`config.mk`:
```
export PLATFORM = sky130hd
export DESIGN_NAME = keccak_msg_packer
export DESIGN_NICKNAME = d
export VERILOG_FILES = /design/src/rtl/keccak_pkg.sv /design/src/rtl/keccak_byte_acc.sv /design/src/rtl/keccak_msg_packer.sv
export SDC_FILE = /design/constraint.sdc
export NUM_CORES = 1
export LEC_CHECK = 0
export BUFFER_PORTS_ARGS = -buffer_cell sky130_fd_sc_hd__buf_2
export CAP_MARGIN = 20
export CORE_ASPECT_RATIO = 0.6
export CORE_UTILIZATION = 30
export DETAILED_ROUTE_END_ITERATION = 6
export PLACE_DENSITY_LB_ADDON = 0.3
export SLEW_MARGIN = 20
export SYNTH_ARGS = -nofsm -noshare
export SYNTH_HDL_FRONTEND = slang
export SYNTH_HIERARCHICAL = 1
export SYNTH_SLANG_ARGS = --single-unit
```
`constraint.sdc`:
```
create_clock -name clk -period 3 [get_ports clk]
set_input_delay 0.45 -clock clk [delete_from_list [all_inputs] [get_ports clk]]
set_output_delay 0.45 -clock clk [all_outputs]
set_load 0.02 [all_outputs]
```
`src/rtl/keccak_pkg.sv`:
```
// Shared constants, FSM state encoding and byte-lane helper for the Keccak
// message packer.
package keccak_pkg;

  localparam int WORD_BYTES = 8;
  localparam int WORD_W     = 64;

  typedef enum logic [1:0] {
    FILL,
    SEND,
    SEND_PAD,
    WAIT_OUT
  } packer_state_e;

  // Byte n of a word sits at [63-8n -: 8]; its lsb is 8*(7-n) = {~n, 3'b000}.
  function automatic logic [5:0] lane_lsb(input logic [2:0] n);
    return {~n, 3'b000};
  endfunction

endpackage

```
`src/rtl/keccak_byte_acc.sv`:
```
// Byte accumulator for the message packer: packs bytes MSB-first into a
// 64-bit word and tracks how many bytes have been written.
module keccak_byte_acc
  import keccak_pkg::*;
(
  input  logic              clk,
  input  logic              reset,
  input  logic              clear,
  input  logic              load,
  input  logic [7:0]        data,
  output logic [WORD_W-1:0] merged,
  output logic [3:0]        count,
  output logic              full
);

  logic [WORD_W-1:0] acc;
  logic [3:0]        count_inc;

  // merged/full describe the word as it would look with `data` included,
  // so the owner can launch a word in the same cycle the last byte arrives.
  assign count_inc = count + 4'd1;
  assign full      = (count_inc == 4'(WORD_BYTES));
  assign merged    = acc | (WORD_W'(data) << lane_lsb(count[2:0]));

  always_ff @(posedge clk or posedge reset) begin
    if (reset) begin
      acc   <= '0;
      count <= '0;
    end else if (clear) begin
      acc   <= '0;
      count <= '0;
    end else if (load) begin
      acc   <= merged;
      count <= count_inc;
    end
  end

endmodule

```
`src/rtl/keccak_msg_packer.sv`:
```
// Byte-stream to 64-bit word packer feeding the SHA3/Keccak core, with
// buffer_full back-pressure and optional hold-off until the digest is ready.
module keccak_msg_packer
  import keccak_pkg::*;
#(
  parameter int CNT_W       = 16,
  parameter bit WAIT_DIGEST = 1'b1
) (
  input  logic              clk,
  input  logic              reset,
  input  logic [7:0]        s_data,
  input  logic              s_valid,
  input  logic              s_last,
  output logic              s_ready,
  output logic [WORD_W-1:0] in,
  output logic              in_ready,
  output logic              is_last,
  output logic [2:0]        byte_num,
  input  logic              buffer_full,
  input  logic              out_ready,
  output logic [CNT_W-1:0]  word_cnt,
  output logic              busy
);

  packer_state_e     state;
  logic              pad;
  logic              take;
  logic              word_ends;
  logic              acc_clear;
  logic              acc_full;
  logic [3:0]        acc_count;
  logic [WORD_W-1:0] merged;

  assign take      = s_valid && s_ready;
  assign word_ends = take && (s_last || acc_full);
  assign acc_clear = word_ends || ((state == WAIT_OUT) && out_ready);

  keccak_byte_acc u_acc (
    .clk    (clk),
    .reset  (reset),
    .clear  (acc_clear),
    .load   (take),
    .data   (s_data),
    .merged (merged),
    .count  (acc_count),
    .full   (acc_full)
  );

  // A message ending exactly on a word boundary needs an extra all-zero
  // word carrying is_last; `pad` remembers that while the full word waits.
  always_ff @(posedge clk or posedge reset) begin
    if (reset) begin
      state    <= FILL;
      pad      <= 1'b0;
      in       <= '0;
      in_ready <= 1'b0;
      is_last  <= 1'b0;
      byte_num <= 3'd0;
      s_ready  <= 1'b1;
      word_cnt <= '0;
      busy     <= 1'b0;
    end else begin
      if (in_ready && !buffer_full && (word_cnt != '1))
        word_cnt <= word_cnt + CNT_W'(1);

      case (state)
        FILL: begin
          busy <= take || (acc_count != 4'd0);
          if (word_ends) begin
            state    <= SEND;
            s_ready  <= 1'b0;
            in       <= merged;
            in_ready <= 1'b1;
            is_last  <= s_last && !acc_full;
            byte_num <= (s_last && !acc_full) ? (acc_count[2:0] + 3'd1) : 3'd0;
            pad      <= s_last && acc_full;
          end
        end
        SEND: begin
          if (!buffer_full) begin
            if (pad) begin
              state    <= SEND_PAD;
              pad      <= 1'b0;
              in       <= '0;
              is_last  <= 1'b1;
              byte_num <= 3'd0;
            end else begin
              in_ready <= 1'b0;
              is_last  <= 1'b0;
              byte_num <= 3'd0;
              if (is_last && WAIT_DIGEST) begin
                state <= WAIT_OUT;
              end else begin
                state   <= FILL;
                s_ready <= 1'b1;
                busy    <= 1'b0;
              end
            end
          end
        end
        SEND_PAD: begin
          if (!buffer_full) begin
            in_ready <= 1'b0;
            is_last  <= 1'b0;
            byte_num <= 3'd0;
            if (WAIT_DIGEST) begin
              state <= WAIT_OUT;
            end else begin
              state   <= FILL;
              s_ready <= 1'b1;
              busy    <= 1'b0;
            end
          end
        end
        WAIT_OUT: begin
          if (out_ready) begin
            state   <= FILL;
            s_ready <= 1'b1;
            busy    <= 1'b0;
          end
        end
        default: begin
          state   <= FILL;
          s_ready <= 1'b1;
          busy    <= 1'b0;
        end
      endcase
    end
  end

endmodule

```
# Word-level counts from Yosys, hierarchy flattened
# Index checks and enable logic that the tools add are counted.
dict set report word_totals {
  reg_bits 158
  inputBits 14
  output_inout_bits 87
  wordCells 99
}
dict set report op_classes {
  add_sub_neg 3
  n_eq_ne 13
  shifts 1
  muxes 41
  bitwise 3
  n_reduce_logical 27
}
# op count
set ops {}
lappend ops {{$mux W64} 5}
lappend ops {{$pmux W64 S2} 1}
lappend ops {{$or A64 B64 Y64} 1}
lappend ops {{$shl A8 B6 Y64} 1}
lappend ops {{$mux W1} 17}
lappend ops {{$add A16 B1 Y16 const B} 1}
lappend ops {{$ne A16 B16 Y1 const B} 1}
lappend ops {{$ne A2 B2 Y1 const B} 8}
lappend ops {{$mux W2} 6}
lappend ops {{$pmux W1 S3} 4}
lappend ops {{$reduce_and A4 Y1} 3}
lappend ops {{$reduce_and A5 Y1} 2}
lappend ops {{$mux W3} 3}
lappend ops {{$mux W4} 2}
lappend ops {{$pmux W2 S4} 1}
lappend ops {{$logic_and A1 B1 Y1} 7}
lappend ops {{$pmux W3 S2} 1}
lappend ops {{$reduce_and A3 Y1} 2}
lappend ops {{$reduce_and A6 Y1} 1}
lappend ops {{$reduce_bool A2 Y1} 3}
lappend ops {{$add A4 B1 Y4 const B} 1}
lappend ops {{$eq A2 B2 Y1 const B} 2}
lappend ops {{$eq A4 B4 Y1 const B} 1}
lappend ops {{$reduce_bool A4 Y1} 1}
lappend ops {{10 further kinds} 13}

# Depth between registers and ports, before layout
dict set report logic_depth {
  word_depth 7
  ltp_mapped 11
  mapped_depth_nobuf 7
}

# By module
# Netlist, hierarchy kept.
# mod instances cells_each area_per_inst_um2 seq_area_each_um2
set modules_own_cells {}
lappend modules_own_cells {keccak_msg_packer 1 297 3799.9 2253.4}
lappend modules_own_cells {keccak_byte_acc 1 329 3335.7 1701.6}

# Worst setup path after synthesis
# OpenSTA, ideal clock, no wires.
dict set report synth_timing {
  kind {register to register}
  start {reg u_acc.count[2]}
  end {reg byte_num[0]}
  setup_ps 125
  arrival_ps 2194
  t_required_ps 2875
  setup_slack_ps 681
  path_stages_with_launch 10
  path_buffers 3
  synth_period_minus_slack_ps 2319
  path_cell_list {dfrtp_1 -> buf_4 -> and3_2 -> buf_2 -> mux2i_1 -> o211ai_1 -> and2_1 -> buf_2 -> a211oi_2 -> mux2_2}
}
dict set report synth_between {
  elab_chain_cells 7
  elab_cells_between_ends 11
  cone_classes {1 x add/sub; 2 x eq/ne; 3 x mux; 5 x reduce/logical}
}
# item line_no
set synth_lines {}
lappend synth_lines {{from (decl)} keccak_byte_acc.sv:12} ;# output logic [3:0] count,
lappend synth_lines {{from (signal assigned)} keccak_byte_acc.sv:34} ;# count <= count_inc;
lappend synth_lines {{$add A4 B1 Y4 *} keccak_byte_acc.sv:21} ;# assign count_inc = count + 4'd1;
lappend synth_lines {{$eq A4 B4 Y1 *} keccak_byte_acc.sv:22} ;# assign full = (count_inc == 4'(WORD_BYTES));
lappend synth_lines {{named net acc_full} keccak_msg_packer.sv:30} ;# logic acc_full;
lappend synth_lines {{$logic_not A1 Y1} keccak_msg_packer.sv:75} ;# byte_num <= (s_last && !acc_full) ? (acc_count[2:0] + 3'd1) : 3'd0;
lappend synth_lines {{$logic_and A1 B1 Y1} keccak_msg_packer.sv:75}
lappend synth_lines {{$mux W3} keccak_msg_packer.sv:75}
lappend synth_lines {{$mux W3} keccak_msg_packer.sv:69} ;# if (word_ends) begin
lappend synth_lines {{$pmux W3 S2} keccak_msg_packer.sv:66} ;# case (state)
lappend synth_lines {{to (signal assigned)} keccak_msg_packer.sv:75}
lappend synth_lines {{to (decl)} keccak_msg_packer.sv:18} ;# output logic [2:0] byte_num,
# Mark *: on every way through the listed nets, which the timed path passes. The rest lies on a longest branch. The select of a mux whose other input is x is not followed.
# A chain may end at the register's enable or synchronous reset.

# Worst setup path in the final report
dict set report layout_timing {
  start {reg u_acc.count[0]}
  end {reg u_acc.acc[59]}
}
dict set report layout_between {
  elab_chain_cells 6
  elab_cells_between_ends 11
  cone_classes {1 x add/sub; 1 x eq/ne; 1 x shift; 2 x mux; 2 x bitwise; 4 x reduce/logical}
}
# item line_no
set layout_lines {}
lappend layout_lines {{$add A4 B1 Y4 *} keccak_byte_acc.sv:21}
lappend layout_lines {{$eq A4 B4 Y1 *} keccak_byte_acc.sv:22}
lappend layout_lines {{named net acc_full} keccak_msg_packer.sv:30}
lappend layout_lines {{$logic_or A1 B1 Y1 *} keccak_msg_packer.sv:35} ;# assign word_ends = take && (s_last || acc_full);
lappend layout_lines {{$logic_and A1 B1 Y1 *} keccak_msg_packer.sv:35}
lappend layout_lines {{$logic_or A1 B1 Y1 *} keccak_msg_packer.sv:36} ;# assign acc_clear = word_ends || ((state == WAIT_OUT) && out_ready);
lappend layout_lines {{named net acc_clear} keccak_msg_packer.sv:29} ;# logic acc_clear;
lappend layout_lines {{$mux W64 or $reduce_bool A2 Y1 (tied branches)} n/a}
lappend layout_lines {{to (signal assigned)} keccak_byte_acc.sv:33} ;# acc <= merged;
lappend layout_lines {{to (decl)} keccak_byte_acc.sv:16} ;# logic [WORD_W-1:0] acc;
# Marks and branches as above.

==> out/metrics.yaml <==
status: "completed"
top_layer: "met4"
synth-edff-count: 0
start_util_pct: 30.70
vias: 5194
core_region_area_um2: 23240
wl_um: 20330
row_count: 43
synth-xor-area-share_pct: 0.8592
gp_congestion: 0.7987
yosysTopAreaCell: "dfrtp_1"
clk_latency_ns: 0.42
setup_viol: 0
htreeDepth: 4
worstMarginPinSlew_ns: 0.6477
dieArea_um2: 24430
synthTopCellsByArea: "dfrtp_1 55%, a22o_1 7.9%, a21o_1 6.0%"
grt-ovfl-total: 0
finClkSkew_ns: 0.007919
cts_resized: 0
synth_cell_types: 63
port_buffers: 100
syn_area_per_cell_um2: 11.40
io_pins: 101
drtAntennaViolNets: 0
area_growth_syn_to_layout_pct: 19.22
synth_warnings: 6
synthArstFlopShare_pct: 100.0
first_iter_violations: 453
synth-main-ff-cell: "dfrtp_1"
dp_hpwl_um: 13370
pwr_density_cell_nw_per_um2: 1018
first_global_vias: 5168
synth_simple_gate_area_share_pct: 8.399
place_inst: 1006
synth_adder_area_share_pct: 1.578
synth.top_cell.area_share_pct: 55.06
dr_wl_met3_um: 1039
slew_headroom_pct: 56.82
drcViolationCount: 0
cts_sinks: 158
ir_worst_vdd_v: 0.0004331
worst_setup_path_end_kind: "register"
layout_common_cells: "157 x dfrtp_1, 100 x buf_2, 75 x inv_1, 64 x a22o_1, 63 x o22ai_1"
stdcell_count: 1036
grt_util_all_layers_pct: 17.31
ctsHoldBuffers: 0
rsz0062_at_grt: "false"
final_nets: 733
tns_ns: 0
wl_per_cell_um: 19.62
period_minus_slack_ns: 2.556
crit_arrival_ns: 2.88
dr_wl_met2_um: 8221
drv_cap: 0
viasPerCell: 5.014
ys_seq_area_share_pct: 55.43
synth_top_family_by_area: "compound AO/OA/AOI/OAI gates"
cts_buffer_depth: 2
cts_buffers: 17
muxShareOfSynthArea_pct: 1.824
min_period_over_period_pct: 85.21
drv_slew: 0
critical_path_class: "register to register"
layout_commonest_cell: "dfrtp_1"
cp.required_ns: 3.33
grt_antenna_before_repair: 0
min_path_type: "primary input to asynchronous set/reset pin"
syn-cell-area_um2: 7136
netlist_instances: 626
hold_violations: 0
syn_nets: 649
p_leak_nw: 4.477
post_cts_buffers: 0
cts_tree: "built"
grt_max_degree: 69
wl_met1_um: 10930
clk_pin_slew_ns: 0.06
dr.pass1.iters: 4
root_buffer: "clkbuf_16"
fmaxAchievable_mhz: 391.2
die_h_um: 121.5
ys_ff_latch: 158
cp_max_fo: 18
cp-start-kind: "register"
drive_gt1_share_pct: 24.41
grt_first_pass_wirelength_um: 31860
antenna_cells: 0
die_w_um: 201.1
synth-compound-area-share_pct: 24.04
cell families after synthesis:
group | Yosys count
buf+inv | 123
flops | 158
compound gates | 231
fa+ha+maj | 9
xor+xnor | 7
mux | 12
simple gates | 86
report_power, final:
part / switching (mW) / leakage (nW) / internal, mW
Combinational: 2.00 / 2.05 / 1.27
Sequential: 0.382 / 2.13 / 2.71
Clock: 0.860 / 0.294 / 1.43
stage by stage:
step / utilization [%] / area [um2] / hold WS, ns / setup slack [ns] / power, mW
floorplan: - / 7136 / 0.5050 / 0.2164 / 5.464
global placement: 34.00 / 7901 / 0.4865 / 0.5344 / 6.390
detailed placement: 34.00 / 7901 / 0.4852 / 0.5220 / 6.399
CTS: 36.60 / 8507 / 0.1029 / 0.4974 / 8.734
global route: 36.60 / 8507 / 0.1293 / 0.1695 / 9.179
finish: 36.60 / 8507 / 0.1030 / 0.4437 / 8.660
worst paths after layout:
path / from / to / slack [ns] / cells past startpoint
worst max-delay path: u_acc/count[0] / u_acc/acc[59] / 0.44 / 6
worst min-delay path: reset / in[2] / 0.10 / 2
worst max register to register: u_acc/count[0] / u_acc/acc[59] / 0.44 / 6
worst min register to register: in[46] / in[46] / 0.50 / 1
max in group asynchronous: reset / word_cnt[11] / 2.17 / 3
min in group clk: s_last / pad / 0.34 / 3
worst max-delay path, cell delays in order, from the launching register on:
cell	delay, ns
dfrtp_1	0.43
and3_2	0.38
mux2i_1	0.17
o211ai_1	0.28
nand2_2	0.28
nand3b_1	0.62
o22ai_1	0.29
synthesized netlist by cell type (all sizes together), types with 3 or more instances:
cell    instances
dfrtp         157
nor3            7
inv            77
nor2           11
nand2b          5
nor4            3
a31oi           5
mux2i           7
nand3b         14
nand3          11
nor3b           3
o21ai           7
a21o           65
mux2            5
or3b            4
and3            5
nand2           8
o22ai          64
a21oi          12
o211ai          3
and3b           3
ha              9
a22o           64
clkbuf         14
xor2            5
buf            32
routing by layer:
layer,vias to the layer above,global-route usage (%)
li1,2426,-
met5,-,0
met3,10,5.021
met1,2629,27.15
met2,129,22.56
met4,0,4.008
final cells by class:
class | count | area, um2
fill | 2321 | 14740
sequential | 158 | 3955
multi-input combinational | 345 | 2629
timing repair buffer | 111 | 633.1
clock buffer | 24 | 471.7
tap | 315 | 394.1
inverter | 77 | 290.3
clock inverter | 6 | 133.9
registers in the layout, summed over array words and instances (netlist names), named ones only:
signal	count
in	64
u_acc/acc	64
word_cnt	16
u_acc/count	4
byte_num	3
busy	1
in_ready	1
is_last	1
pad	1
s_ready	1
state	1
Note: power is estimated with default switching activity, not from simulation.
